### config.mk
export PLATFORM = sky130hd
export DESIGN_NAME = count7_decoder_flat
export DESIGN_NICKNAME = d
export VERILOG_FILES = /design/src/rtl/count7_pkg.sv /design/src/rtl/count7_decoder_if.sv /design/src/rtl/pwm_gen.sv /design/src/rtl/count7_decoder.sv /design/src/flat_wrapper.sv
export SDC_FILE = /design/constraint.sdc
export NUM_CORES = 1
export LEC_CHECK = 0
export BUFFER_PORTS_ARGS = -buffer_cell sky130_fd_sc_hd__buf_2
export CORE_UTILIZATION = 56
export DETAILED_ROUTE_END_ITERATION = 6
export HOLD_SLACK_MARGIN = 0.15
export PLACE_DENSITY = 0.84
export SYNTH_ARGS = -nofsm -noshare
export SYNTH_HDL_FRONTEND = slang
export SYNTH_SLANG_ARGS = --single-unit
### constraint.sdc
create_clock -name clk -period 3.8 [get_ports clk]
set_input_delay 0.95 -clock clk [delete_from_list [all_inputs] [get_ports clk]]
set_output_delay 0.95 -clock clk [all_outputs]
set_load 0.05 [all_outputs]
### src/rtl/count7_pkg.sv
// Shared types and helpers for the count7 colour-light interface.
package count7_pkg;

    localparam int unsigned CODE_W = 3;
    localparam logic [CODE_W-1:0] CODE_MAX     = 3'd6;
    localparam logic [CODE_W-1:0] CODE_ILLEGAL = 3'd7;

    typedef enum logic {
        SEARCH = 1'b0,
        LOCKED = 1'b1
    } state_e;

    // Lamp colour {r,g,b} for a code: code+1 in binary (0 -> blue, 6 -> white).
    function automatic logic [2:0] colour_of(input logic [CODE_W-1:0] code);
        return 3'(code + 3'd1);
    endfunction

endpackage

### src/rtl/count7_decoder_if.sv
// Bus between the count7 sequencer (master) and its decoder (slave).
interface count7_decoder_if #(
    parameter int unsigned ERR_W = 8
);
    logic             gene;
    logic             a0;
    logic             a1;
    logic             a2;
    logic             led_r;
    logic             led_g;
    logic             led_b;
    logic             locked;
    logic             seq_err;
    logic [ERR_W-1:0] err_cnt;

    modport master (
        output gene, a0, a1, a2,
        input  led_r, led_g, led_b, locked, seq_err, err_cnt
    );

    modport slave (
        input  gene, a0, a1, a2,
        output led_r, led_g, led_b, locked, seq_err, err_cnt
    );
endinterface

### src/rtl/pwm_gen.sv
// Free-running PWM: pwm_on is high for DUTY out of every 2^PWM_BITS cycles.
module pwm_gen #(
    parameter int unsigned PWM_BITS = 4,
    parameter int unsigned DUTY     = 16
) (
    input  logic clk,
    input  logic rst,
    output logic pwm_on
);

    localparam int unsigned PERIOD = 2 ** PWM_BITS;

    logic [PWM_BITS-1:0] r_cnt;
    logic                r_on;
    logic                w_on;

    // Duty extremes resolved at elaboration so the compare is never constant.
    generate
        if (DUTY == 0) begin : g_off
            assign w_on = 1'b0;
        end else if (DUTY >= PERIOD) begin : g_on
            assign w_on = 1'b1;
        end else begin : g_cmp
            assign w_on = (r_cnt < PWM_BITS'(DUTY));
        end
    endgenerate

    // Period counter and registered enable.
    always_ff @(posedge clk or negedge rst) begin
        if (!rst) begin
            r_cnt <= '0;
            r_on  <= 1'b0;
        end else begin
            r_cnt <= r_cnt + PWM_BITS'(1);
            r_on  <= w_on;
        end
    end

    assign pwm_on = r_on;

endmodule

### src/rtl/count7_decoder.sv
// Checks the mod-7 code sequence from count7 and drives the dimmed RGB lamp.
module count7_decoder
    import count7_pkg::*;
#(
    parameter int unsigned PWM_BITS = 4,
    parameter int unsigned DUTY     = 16,
    parameter int unsigned ERR_W    = 8
) (
    input  logic              clk,
    input  logic              rst,
    count7_decoder_if.slave   bus
);

    localparam logic [ERR_W-1:0] ERR_MAX = '1;

    logic [CODE_W-1:0] r_code_q;
    logic [CODE_W-1:0] r_code_p;
    logic              r_gene_q;
    state_e            r_state;
    logic              r_locked;
    logic              r_seq_err;
    logic [ERR_W-1:0]  r_err_cnt;
    logic [2:0]        r_rgb;

    logic              w_pwm_on;
    logic              w_hold;
    logic              w_step;
    logic              w_wrap;
    logic              w_legal;
    logic              w_lock_req;
    logic              w_locked_next;

    pwm_gen #(
        .PWM_BITS (PWM_BITS),
        .DUTY     (DUTY)
    ) u_pwm (
        .clk    (clk),
        .rst    (rst),
        .pwm_on (w_pwm_on)
    );

    // Input stage: current and previous sampled code plus the wrap strobe.
    always_ff @(posedge clk or negedge rst) begin
        if (!rst) begin
            r_code_q <= '0;
            r_code_p <= '0;
            r_gene_q <= 1'b0;
        end else begin
            r_code_q <= {bus.a2, bus.a1, bus.a0};
            r_code_p <= r_code_q;
            r_gene_q <= bus.gene;
        end
    end

    // Classify the latest transition; 6 has no in-range successor except via wrap.
    always_comb begin
        w_hold        = 1'b0;
        w_step        = 1'b0;
        w_wrap        = 1'b0;
        w_legal       = 1'b0;
        w_lock_req    = 1'b0;
        w_locked_next = 1'b0;

        w_hold     = !r_gene_q && (r_code_q == r_code_p) && (r_code_q != CODE_ILLEGAL);
        w_step     = !r_gene_q && (r_code_p < CODE_MAX)
                     && (r_code_q == CODE_W'(r_code_p + CODE_W'(1)));
        w_wrap     = r_gene_q && (r_code_p == CODE_MAX) && (r_code_q == '0);
        w_legal    = w_hold || w_step || w_wrap;
        w_lock_req = r_gene_q && (r_code_q == '0);

        if (r_state == SEARCH) begin
            w_locked_next = w_lock_req;
        end else begin
            w_locked_next = w_legal;
        end
    end

    // Sequence FSM with registered lock/error outputs and saturating error count.
    always_ff @(posedge clk or negedge rst) begin
        if (!rst) begin
            r_state   <= SEARCH;
            r_locked  <= 1'b0;
            r_seq_err <= 1'b0;
            r_err_cnt <= '0;
        end else begin
            r_seq_err <= 1'b0;
            case (r_state)
                SEARCH: begin
                    if (w_lock_req) begin
                        r_state  <= LOCKED;
                        r_locked <= 1'b1;
                    end
                end
                LOCKED: begin
                    if (!w_legal) begin
                        r_state   <= SEARCH;
                        r_locked  <= 1'b0;
                        r_seq_err <= 1'b1;
                        if (r_err_cnt != ERR_MAX) begin
                            r_err_cnt <= r_err_cnt + ERR_W'(1);
                        end
                    end
                end
                default: begin
                    r_state  <= SEARCH;
                    r_locked <= 1'b0;
                end
            endcase
        end
    end

    // Lamp register: colour gated by the lock decision of this edge and PWM.
    always_ff @(posedge clk or negedge rst) begin
        if (!rst) begin
            r_rgb <= '0;
        end else begin
            r_rgb <= colour_of(r_code_q) & {3{w_locked_next & w_pwm_on}};
        end
    end

    assign bus.led_r   = r_rgb[2];
    assign bus.led_g   = r_rgb[1];
    assign bus.led_b   = r_rgb[0];
    assign bus.locked  = r_locked;
    assign bus.seq_err = r_seq_err;
    assign bus.err_cnt = r_err_cnt;

endmodule

### src/flat_wrapper.sv
// flat-port wrapper written by rule: the top's interface ports become plain ports
module count7_decoder_flat import count7_pkg::*;
#(
    parameter int unsigned PWM_BITS = 4,
    parameter int unsigned DUTY     = 16,
    parameter int unsigned ERR_W    = 8
)
  (clk, rst, bus_gene, bus_a0, bus_a1, bus_a2, bus_led_r, bus_led_g, bus_led_b, bus_locked, bus_seq_err, bus_err_cnt);
  count7_decoder_if #(.ERR_W(ERR_W)) bus_i ();
  input  logic clk;
  input  logic rst;
  input wire logic [$bits(bus_i.gene)-1:0] bus_gene;
  input wire logic [$bits(bus_i.a0)-1:0] bus_a0;
  input wire logic [$bits(bus_i.a1)-1:0] bus_a1;
  input wire logic [$bits(bus_i.a2)-1:0] bus_a2;
  output wire logic [$bits(bus_i.led_r)-1:0] bus_led_r;
  output wire logic [$bits(bus_i.led_g)-1:0] bus_led_g;
  output wire logic [$bits(bus_i.led_b)-1:0] bus_led_b;
  output wire logic [$bits(bus_i.locked)-1:0] bus_locked;
  output wire logic [$bits(bus_i.seq_err)-1:0] bus_seq_err;
  output wire logic [$bits(bus_i.err_cnt)-1:0] bus_err_cnt;
  assign bus_i.gene = bus_gene;
  assign bus_i.a0 = bus_a0;
  assign bus_i.a1 = bus_a1;
  assign bus_i.a2 = bus_a2;
  assign bus_led_r = bus_i.led_r;
  assign bus_led_g = bus_i.led_g;
  assign bus_led_b = bus_i.led_b;
  assign bus_locked = bus_i.locked;
  assign bus_seq_err = bus_i.seq_err;
  assign bus_err_cnt = bus_i.err_cnt;
  count7_decoder #(.PWM_BITS(PWM_BITS), .DUTY(DUTY), .ERR_W(ERR_W)) u_core (.clk(clk), .rst(rst), .bus(bus_i));
endmodule
After elaboration in Yosys (flattened, before gate mapping)
Index checks and enable logic that the tools add are counted.

Bits in registers: 22. Input port bits: 6. Output and inout port bits: 13. Logic and storage cells: 46.

Add/subtract/negate cells: 3. Order comparisons: 1. Equal/unequal tests: 7. Multiplexer cells: 9. Bitwise gates (word level): 4. Reduce and logical (&&, ||, !) cells: 13.

Operators by type and width (number): 8-bit by 1-bit adder with 8-bit output (second input constant) (1); 8-bit inequality test (second input constant) (1); 1-bit logical AND (7); 1-bit two-way mux (7); 3-bit by 1-bit adder with 3-bit output (second input constant) (2); 3-bit == test (2); 1-bit one-hot mux with 2 select lines (2); 3-bit bitwise AND (1); 3-bit == test (second input constant) (1); 3-bit logical NOT (1); 3-bit < comparator (second input constant) (1); 3-bit inequality test (second input constant) (1); 3-bit AND reduction (1); 1-bit logical OR (2); 2-bit by 1-bit inequality test with 1-bit output (second input constant) (1); 2-bit inequality test (second input constant) (1); 1-bit inverter (2); 2-bit AND reduction (1); 1-bit bitwise AND (1); 1-bit logical NOT (1).

Logic depth before layout (Yosys ltp)
Gate-level depths: netlist of run 1.

Depth after elaboration: 8. Gate-level depth with buffers: 7. Mapped depth without buffers: 7.

Cells and area by module
From an unflattened synthesis of run 1, not the netlist that was laid out.

Cells, all modules: 84. Area total of the unflattened synthesis: 1001.0 µm².

Modules (own cells, without submodules): count7_decoder (instances 1, cells each 82, area an instance 972.2 µm², sequential area each 525.5 µm²); pwm_gen (instances 1, cells each 2, area an instance 28.8 µm², sequential area each 25.0 µm²).

Least setup slack after synthesis of run 1
OpenSTA, ideal clock, no wires.

Path type: register -> register. Start: register u_core.r_code_p[1]. End: register u_core.r_err_cnt[1] (netlist: u_core.bus.err_cnt[1]). Setup time: 0.128 ns. Arrival time: 1.835 ns. Data required time: 3.672 ns. Slack: 1.837 ns. Stages on the path, launching flop included: 7. Clock period less this slack: 1.963 ns. Cell sequence: dfrtp_1 -> ha_1 -> xnor2_1 -> a2111oi_2 -> a211oi_2 -> nand2_2 -> mux2_1.

Word-level cells in the longest chain between the ends: 7. Elaborated cells between the ends (all ways): 15. Classes of those cells: add/sub (1); order compare (1); eq/ne (3); bitwise (1); reduce/logical (9).

Ends and longest elaborated chain: start: declaration (RTL line count7_decoder.sv:17) `logic [CODE_W-1:0] r_code_p;`; start signal: assignment (RTL line count7_decoder.sv:50) `r_code_p <= r_code_q;`; 3-bit by 1-bit adder with 3-bit output, or another cell as far along (RTL line count7_decoder.sv:66) `&& (r_code_q == CODE_W'(r_code_p + CODE_W'(1)));`; 3-bit == test, or another cell as far along (RTL line count7_decoder.sv:66); 1-bit logical AND (on tied branches) (RTL line count7_decoder.sv:66, count7_decoder.sv:64); 1-bit logical OR (RTL line count7_decoder.sv:68) `w_legal = w_hold || w_step || w_wrap;`; 1-bit logical OR (*) (RTL line count7_decoder.sv:68); 1-bit inverter (no line) (*); 3-bit AND reduction (no line) (*); end signal: assignment (RTL line count7_decoder.sv:100) `r_err_cnt <= r_err_cnt + ERR_W'(1);`; end: declaration (RTL line count7_decoder.sv:22) `logic [ERR_W-1:0] r_err_cnt;`.

Every way passes the cells marked *; elsewhere a longest branch is shown, timed or not. A chain may end at the register's enable or synchronous reset.

Worst setup path in the final report of run 1
Ends and elaborated chain as after synthesis.

==> results of run 1 <==
## path summary, 6_finish.rpt
kind | cells after the start | endpoint
min in group asynchronous | 1 | u_core.bus.err_cnt[5]
max | 6 | u_core.bus.err_cnt[1]
min | 0 | u_core.r_code_p[2]
max reg2reg | 6 | u_core.bus.err_cnt[1]
min reg2reg | 0 | u_core.r_code_p[2]
max in group asynchronous | 1 | u_core.r_gene_q
## synthesized netlist by cell type (all sizes together)
library cell / count
dfrtp: 22
mux2: 1
o21ai: 1
nor4b: 1
a211oi: 1
and3: 4
nor2: 5
a21oi: 2
o21bai: 1
ha: 6
nand3: 4
inv: 3
xor2: 2
nand3b: 3
a2111oi: 1
nor2b: 3
and2: 2
xnor2: 7
nor3: 2
a211o: 1
nand2: 5
a31oi: 4
conb: 1
## area by class of cell
cell class / count / area, um^2 / share of cell area (%)
Clock buffer: 3 / 22.5 / 2.01
Inverter: 3 / 11.3 / 1.00
Multi-Input combinational cell: 57 / 427 / 38.1
Sequential cell: 22 / 551 / 49.1
Tap cell: 16 / 20.0 / 1.79
Timing Repair Buffer: 18 / 90.1 / 8.04
## critical path: cells and delay by family (launching register included)
family	cells	cell delay, ns
adders and majority gates	1	0.32
muxes	1	0.33
xor gates and xnor gates	1	0.16
and+or+nand+nor	1	0.13
AOI/OAI and AO/OA	2	0.63
DFF	1	0.47
## metrics by stage
step	area, um^2	utilization (%)	hold slack, ns
4_1_cts	1120	71.1	0.477
5_1_grt	1120	71.1	0.499
6_report	1120	71.1	0.470
3_3_place_gp	1100	69.7	0.439
3_5_place_dp	1100	69.7	0.451
2_1_floorplan	988	-	0.409
## power by group
group / total [uW] / switching, uW / internal, uW
registers: 324 / 42.3 / 282
clock network: 99.5 / 62.6 / 37.0
logic: 306 / 218 / 87.4
total: 729 / 323 / 406
## sequential cells by signal, summed over array words and instances (netlist names)
register             cells
u_core.r_rgb             3
u_core.r_gene_q          1
u_core.bus.locked        1
u_core.u_pwm.pwm_on      1
u_core.bus.err_cnt       8
u_core.r_code_p          3
u_core.bus.seq_err       1
u_core.r_state           1
u_core.r_code_q          3
## kinds of logic after synthesis
logic type	after synthesis
AND/OR/NAND/NOR	29
flip-flops	22
AO/OA/AOI/OAI	11
XOR/XNOR	9
adder cells (fa/ha/maj)	6
buffers and inverters	3
other	1
multiplexers	1
## layout by cell type, fill, tap and decap left out
cell type,instances
o21bai_2,1
a211oi_2,1
mux2_1,1
nand2_1,4
ha_1,6
o21ai_0,1
xnor2_1,7
a21oi_2,2
inv_1,3
nor4b_1,1
nand2_2,1
xor2_1,2
clkbuf_4,3
a2111oi_2,1
and2_4,2
buf_2,18
nor2_1,5
a31oi_1,4
nor3_1,2
dfrtp_1,22
nand3b_1,3
and3_1,4
conb_1,1
nor2b_1,3
nand3_1,4
a211o_1,1
## metal layers
metal / GRT usage (%) / vias up / wire [um]
met5: 0 / - / 0
met4: 11.5 / 0 / 14
met3: 4.90 / 2 / 48
met2: 37.1 / 13 / 895
met1: 23.6 / 326 / 682
li1: - / 327 / -
==> run_results.csv, run 1 <==
group,metric,value,unit
outcome,outcome,"finished, final reports clean",
final_layout,fill_cells,112,
placed_design,place_congestion,0.849,
clock_tree,clkTransAtPathRegs,0.11,ns
sta,final_hold_viol_count,0,
floorplan,rows,14,
placed_design,place_ws,1.68,ns
logic_synthesis,yosysTopAreaCellShare,55.7,%
critical_path,critPathLaunch,"u_core.r_code_p[1]",
clock_tree,clock_latency,0.30,ns
critical_path,crit_fanout,5,
clock_tree,cts_num_sinks,22,
final_layout,syn_to_final_growth,13.4,%
clock_tree,cts_buffers,3,
critical_path,cp_cell_sequence,"ha_1 > xnor2_1 > a2111oi_2 > a211oi_2 > nand2_2 > mux2_1",
floorplan,die_area,1940,um^2
power_and_ir_drop,p_leak,0.000553,uW
clock_tree,cts-root-buf,"clkbuf_4",
sta,fin_crit_sh,56.3,%
floorplan,core_area,1580,um^2
route,drc_errors,0,
floorplan,io_pins,19,
route,drt_pass1_iterations,6,
critical_path,crit_path_end_kind,"flip-flop",
route,wl_per_cell,13.8,um
sta,setup_viol,0,
sta,finalClockSkew,0.00581,ns
route,routed_wl,1.64,mm
critical_path,max_stage_delay,0.47,ns
critical_path,crit_slowest_cell,"dfrtp_1",
logic_synthesis,synthXorXnorAreaFrac,7.97,%
sta,tns,0,ns
critical_path,critPathRequiredTime,3.99,ns
sta,fin_ws,1.66,ns
route,drt-initial-drc-count,17,
placed_design,dp_cells,116,
floorplan,die_y,44.0,um
grt,grt_antenna_before_repair,0,
logic_synthesis,ys_ff_latch,22,
grt,grt_max_degree,23,
critical_path,worstSetupStartpointType,"flip-flop",
critical_path,rrSetupSlack,1.66,ns
sta,rsz0062_at_grt,"false",
grt,grt_overflow,0,
power_and_ir_drop,p_per_area,651,nW/um^2
grt,grt_pass1_wl,2.90,mm
power_and_ir_drop,peakVddDrop,0.325,mV
sta,max_freq,0.467,GHz
logic_synthesis,yosysWarnings,0,
final_layout,drive_above_1_share,28.2,%
floorplan,fp.dieW,44.0,um
clock_tree,cts_setup_buffers,0,
logic_synthesis,synth_top_area_cell,"dfrtp_1",
sta,drv_slew,0,
power_and_ir_drop,power,729,uW
logic_synthesis,synthCells,82,
final_layout,antennaDiodeCount,0,
critical_path,rr_startpoint,"u_core.r_code_p[1]",
clock_tree,cts_htree_levels,1,
route,viasPerCell,5.61,
grt,grt_pass1_vias,714,
floorplan,start_util,62.7,%
final_layout,fin_cells,119,
min_path,hp-start,"u_core.r_code_q[2]",
logic_synthesis,syn_area,988,um^2
route,ant_nets,0,
clock_tree,cts_hold_buf,0,
logic_synthesis,synth_nets,94,
critical_path,critPathKind,"reg2reg",
clock_tree,post_cts_resized,0,
job,maxCapViolCount,0,
logic_synthesis,synth_mux_area_share,1.14,%
logic_synthesis,synthAdderAreaFrac,7.59,%
logic_synthesis,post_synth_num_cell_types,24,
logic_synthesis,synth_area_leaders,"dfrtp_1, ha_1, xnor2_1",
clock_tree,cts_buffer_depth,2,
clock_tree,cts_tree,"done",
route,vias,668,
placed_design,numPortBuffers,18,
logic_synthesis,syn_avg_cell_area,12.1,um^2
final_layout,fin_nets,117,
min_path,hold_class,"reg2reg",
critical_path,worstPathArrival,2.33,ns
logic_synthesis,synth_compound_area_share,9.62,%
grt,grtUsageTotal,21.1,%
logic_synthesis,synth_top_family_by_area,"simple AND/OR/NAND/NOR gates",
logic_synthesis,synth-simple-area-share,16.5,%
logic_synthesis,synth-seq-area-share,55.7,%
placed_design,dpl.hpwl,1.24,mm
sta,fin_crit,2.14,ns
Note: power is estimated with default switching activity, not from simulation.
==> run 2, diff against run 1 <==
Settings changed: CORE_ASPECT_RATIO set to 0.7, CORE_UTILIZATION 56 to 52, PLACE_DENSITY 0.84 to 0.79.
Clock period 3.8 ns to 2.1 ns, I/O delays scaled along.
==> run_results.csv, run 2 (same netlist as run 1, synthesis figures left out) <==
group,metric,value,unit
grt,grt_overflow,0,
sta,setup_viol,0,
critical_path,path_buf_inv,1,
final_layout,antennaDiodeCount,0,
grt,grtUsageTotal,21.5,%
sta,fin_ws,0.0902,ns
final_layout,syn_to_final_growth,23.5,%
power_and_ir_drop,peakVddDrop,0.999,mV
placed_design,place_congestion,0.692,
clock_tree,clock_latency,0.31,ns
clock_tree,cts_num_sinks,22,
grt,grt_antenna_before_repair,0,
placed_design,dpl.hpwl,1.32,mm
placed_design,numPortBuffers,18,
route,routed_wl,1.84,mm
floorplan,start_util,58.8,%
sta,drv_slew,0,
power_and_ir_drop,p_switching,619,uW
critical_path,worstPathArrival,2.21,ns
critical_path,worstSetupStartpointType,"flip-flop",
power_and_ir_drop,cell_internal_pwr,879,uW
sta,rsz0062_at_grt,"false",
final_layout,multi_input_area,453,um^2
sta,tns,0,ns
critical_path,critPathRequiredTime,2.30,ns
critical_path,regToRegEndpoint,"u_core.bus.err_cnt[1]",
route,drc_errors,0,
clock_tree,cts-root-buf,"clkbuf_4",
sta,fin_crit,2.01,ns
critical_path,crit_path_end_kind,"flip-flop",
clock_tree,clkTransAtPathRegs,0.13,ns
grt,grt_max_degree,23,
floorplan,fp.dieW,54.1,um
critical_path,crit_slowest_cell,"dfrtp_1",
final_layout,largest_reg_flops,8,
placed_design,place_ws,0.0421,ns
job,maxCapViolCount,0,
critical_path,cp_cell_sequence,"inv_1 > ha_1 > xnor2_2 > a2111oi_4 > a211oi_2 > nand2_2 > mux2_1",
clock_tree,cts_buffers,3,
route,drt_pass1_iterations,4,
sta,max_freq,0.498,GHz
final_layout,register_area,551,um^2
power_and_ir_drop,pwr-share-comb,38.7,%
sta,fin_crit_sh,95.7,%
route,ant_nets,0,
critical_path,max_stage_delay,0.41,ns
route,drt-initial-drc-count,5,
critical_path,critPathKind,"reg2reg",
floorplan,core_area,1680,um^2
route,wl_per_cell,14.1,um
clock_tree,cts_htree_levels,1,
power_and_ir_drop,p_leak,0.000598,uW
route,viasPerCell,5.30,
final_layout,fill_cells,124,
power_and_ir_drop,switching_share,41.3,%
clock_tree,cts_buffer_depth,2,
final_layout,final_common_cell,"dfrtp_1",
sta,finalClockSkew,0.00337,ns
clock_tree,cts_tree,"done",
final_layout,final_cell_mix,"dfrtp_1, buf_2, xnor2_1, ha_1",
critical_path,rr_worst_depth,7,
floorplan,die_y,38.5,um
power_and_ir_drop,p_per_area,1230,nW/um^2
sta,final_hold_viol_count,0,
outcome,outcome,"finished, final reports clean",
floorplan,die_area,2080,um^2
final_layout,fin_nets,122,
grt,grt_pass1_vias,652,
floorplan,rows,12,
grt,grt_pass1_wl,2.98,mm
power_and_ir_drop,power_frac_seq,39.5,%
floorplan,io_pins,19,
route,vias,689,
power_and_ir_drop,power_frac_clock,21.8,%
final_layout,drive_above_1_share,33.9,%
critical_path,rrSetupSlack,0.09,ns
critical_path,rr_startpoint,"u_core.r_code_p[0]",
critical_path,cp_top_family,"compound AO/OA/AOI/OAI gates",
critical_path,crit_fanout,3,
min_path,hold_class,"in2async",
## run 2: changes by cell type in the layout (fill, tap and decap cells not counted), sizes merged
cell    before  now
bufinv       0    1
buf         18   23
## run 2: timing repair
action                                  CTS  global route
hold buffers                              0             0
setup buffers                             0             2
resized for setup                         0             3
endpoints found under the setup margin    0             8
## run 2: worst max path at each step
stage	startpoint	to	slack (ns)	cells after the start
6_report	u_core.r_code_p[0]	u_core.bus.err_cnt[1]	0.09	7
4_1_cts	u_core.r_code_p[0]	u_core.bus.err_cnt[1]	0.03	7
5_1_grt	u_core.r_code_p[0]	u_core.bus.err_cnt[1]	0.01	7
3_5_place_dp	u_core.r_code_p[0]	u_core.bus.err_cnt[1]	0.04	7
3_3_place_gp	u_core.r_code_p[0]	u_core.bus.err_cnt[1]	0.15	7
2_1_floorplan	u_core.r_code_p[1]	u_core.bus.err_cnt[1]	0.14	6
## run 2: through the flow
step / utilization, % / power [uW] / cells / cell area [um^2] / hold WS (ns)
5_1_grt: 72.6 / 1580 / 130 / 1220 / 0.177
3_5_place_dp: 67.0 / 1170 / 124 / 1130 / 0.432
3_3_place_gp: 67.0 / 1150 / 124 / 1130 / 0.423
4_1_cts: 70.2 / 1490 / 128 / 1180 / 0.166
6_report: 72.6 / 1500 / 130 / 1220 / 0.147
2_1_floorplan: - / 1020 / 82 / 988 / 0.229
## run 2: area by class of cell
cell class / instances / area share [%]
Sequential cell: 22 / 45.1
Multi-Input combinational cell: 57 / 37.1
Timing Repair Buffer: 23 / 10.5
Clock inverter: 1 / 2.46
Tap cell: 21 / 2.15
Clock buffer: 3 / 1.84
Inverter: 3 / 0.922
## run 2: layer usage
layer,vias to the layer above,global-route usage (%),share of wire [%]
met5,-,0,0
met4,0,1.92,0
met3,0,8.33,4.5
met2,15,33.3,46
met1,338,29.5,50
li1,336,-,-
## run 2: power groups by stage
stage / registers (uW) / clock network (uW) / logic, uW
global placement: 592 / 0 / 562
floorplan: 837 / 0 / 179
CTS: 590 / 328 / 575
global route: 606 / 346 / 629
finish: 591 / 327 / 580
detailed placement: 599 / 0 / 573
==> run 3, diff against run 2 <==
==> constraint.sdc (replaced) <==
create_clock -name clk -period 2.1 [get_ports clk]
set_input_delay 0.21 -clock clk [delete_from_list [all_inputs] [get_ports clk]]
set_output_delay 0.21 -clock clk [all_outputs]
set_load 0.1 [all_outputs]
==> run_results.csv, run 3 (same netlist as run 1, synthesis figures left out) <==
group,metric,value,unit
clock_tree,cts_buffers,3,
power_and_ir_drop,switching_share,50.4,%
sta,fin_ws,0.104,ns
critical_path,critPathKind,"reg2reg",
placed_design,place_congestion,0.728,
sta,setup_viol,0,
power_and_ir_drop,cell_internal_pwr,888,uW
job,maxCapViolCount,0,
floorplan,start_util,58.8,%
min_path,hold_class,"in2async",
sta,fin_crit,2.00,ns
critical_path,worstPathArrival,2.20,ns
route,wl_per_cell,14.0,um
critical_path,crit_fanout,3,
power_and_ir_drop,peakVddDrop,1.23,mV
final_layout,fill_cells,117,
power_and_ir_drop,power_frac_seq,33.2,%
placed_design,numPortBuffers,18,
clock_tree,clkTransAtPathRegs,0.13,ns
critical_path,worstSetupStartpointType,"flip-flop",
sta,drv_slew,0,
clock_tree,cts_tree,"done",
critical_path,crit_path_end_kind,"flip-flop",
critical_path,rrSetupSlack,0.10,ns
final_layout,antennaDiodeCount,0,
placed_design,place_ws,0.0686,ns
route,drc_errors,0,
placed_design,dpl.hpwl,1.36,mm
critical_path,critPathRequiredTime,2.31,ns
final_layout,fin_nets,127,
final_layout,multi_input_area,453,um^2
route,routed_wl,1.90,mm
floorplan,rows,12,
route,viasPerCell,5.20,
sta,finalClockSkew,0.00356,ns
sta,final_hold_viol_count,0,
floorplan,fp.dieW,54.1,um
grt,grt_pass1_vias,675,
final_layout,syn_to_final_growth,28.9,%
power_and_ir_drop,p_per_area,1400,nW/um^2
route,ant_nets,0,
grt,grt_pass1_wl,3.03,mm
sta,max_freq,0.501,GHz
clock_tree,cts-root-buf,"clkbuf_4",
floorplan,die_y,38.5,um
final_layout,register_area,553,um^2
clock_tree,cts_buffer_depth,2,
power_and_ir_drop,pwr-share-comb,48.5,%
outcome,outcome,"finished, final reports clean",
clock_tree,cts_num_sinks,22,
route,drt_pass1_iterations,4,
final_layout,final_cell_mix,"dfrtp_1, buf_2, xnor2_1, ha_1",
floorplan,core_area,1680,um^2
power_and_ir_drop,p_switching,900,uW
clock_tree,cts_htree_levels,1,
clock_tree,clock_latency,0.31,ns
grt,grt_antenna_before_repair,0,
route,drt-initial-drc-count,10,
sta,holdWs,0.363,ns
final_layout,final_common_cell,"dfrtp_1",
grt,grt_overflow,0,
final_layout,largest_reg_flops,8,
sta,fin_crit_sh,95.1,%
power_and_ir_drop,p_leak,0.000616,uW
final_layout,drive_above_1_share,34.2,%
sta,tns,0,ns
grt,grtUsageTotal,22.0,%
power_and_ir_drop,power,1790,uW
floorplan,io_pins,19,
grt,grt_max_degree,23,
power_and_ir_drop,power_frac_clock,18.2,%
floorplan,die_area,2080,um^2
route,vias,702,
## run 3: metal layers
metal  track usage [%]  up-vias  share of wire (%)
met1              30.9      337                 51
met2              32.7       18                 44
met3              8.33        2                5.0
met5                 0        -                  0
li1                  -      345                  -
met4              3.85        0               0.42
## run 3: power by group through the flow
stage	sequential [uW]	clock, uW	combinational (uW)
after global placement	595	0	836
final	595	326	868
after CTS	593	326	859
after global routing	607	349	907
after floorplan	1110	0	180
after detailed placement	602	0	847
## run 3: timing repair
action,4_1_cts,5_1_grt
hold endpoints to repair,26,0
hold buffers,5,0
setup endpoints to repair,0,8
setup buffers,0,2
resized for setup,0,3
## run 3: final timing paths
check                                         from               endpoint  depth (start not counted)
max in group asynchronous                      rst  u_core.bus.err_cnt[0]                          2
worst max-delay path            u_core.r_code_p[0]  u_core.bus.err_cnt[1]                          7
worst max register to register  u_core.r_code_p[0]  u_core.bus.err_cnt[1]                          7
min in group clk                u_core.r_code_q[0]     u_core.r_code_p[0]                          0
worst min-delay path                           rst     u_core.r_code_p[2]                          2
worst min register to register  u_core.r_code_q[0]     u_core.r_code_p[0]                          0
## run 3: metrics by stage
step           std cells  area, um^2  util [%]
4_1_cts              133        1230      73.3
6_report             135        1270      75.7
3_3_place_gp         124        1130      67.2
3_5_place_dp         124        1130      67.2
2_1_floorplan         82         991         -
5_1_grt              135        1270      75.7
## run 3: cell type report
type	count	share of cell area, %
Inverter	3	0.884
Multi-Input combinational cell	57	35.6
Clock buffer	3	1.77
Sequential cell	22	43.4
Clock inverter	1	2.36
Tap cell	21	2.06
Timing Repair Buffer	28	13.9
## run 3: critical path: stages, from the launching register on
cell	delay, ns
dfrtp_1	0.41
inv_1	0.07
ha_1	0.33
xnor2_2	0.17
a2111oi_4	0.34
a211oi_2	0.14
nand2_2	0.11
mux2_1	0.32
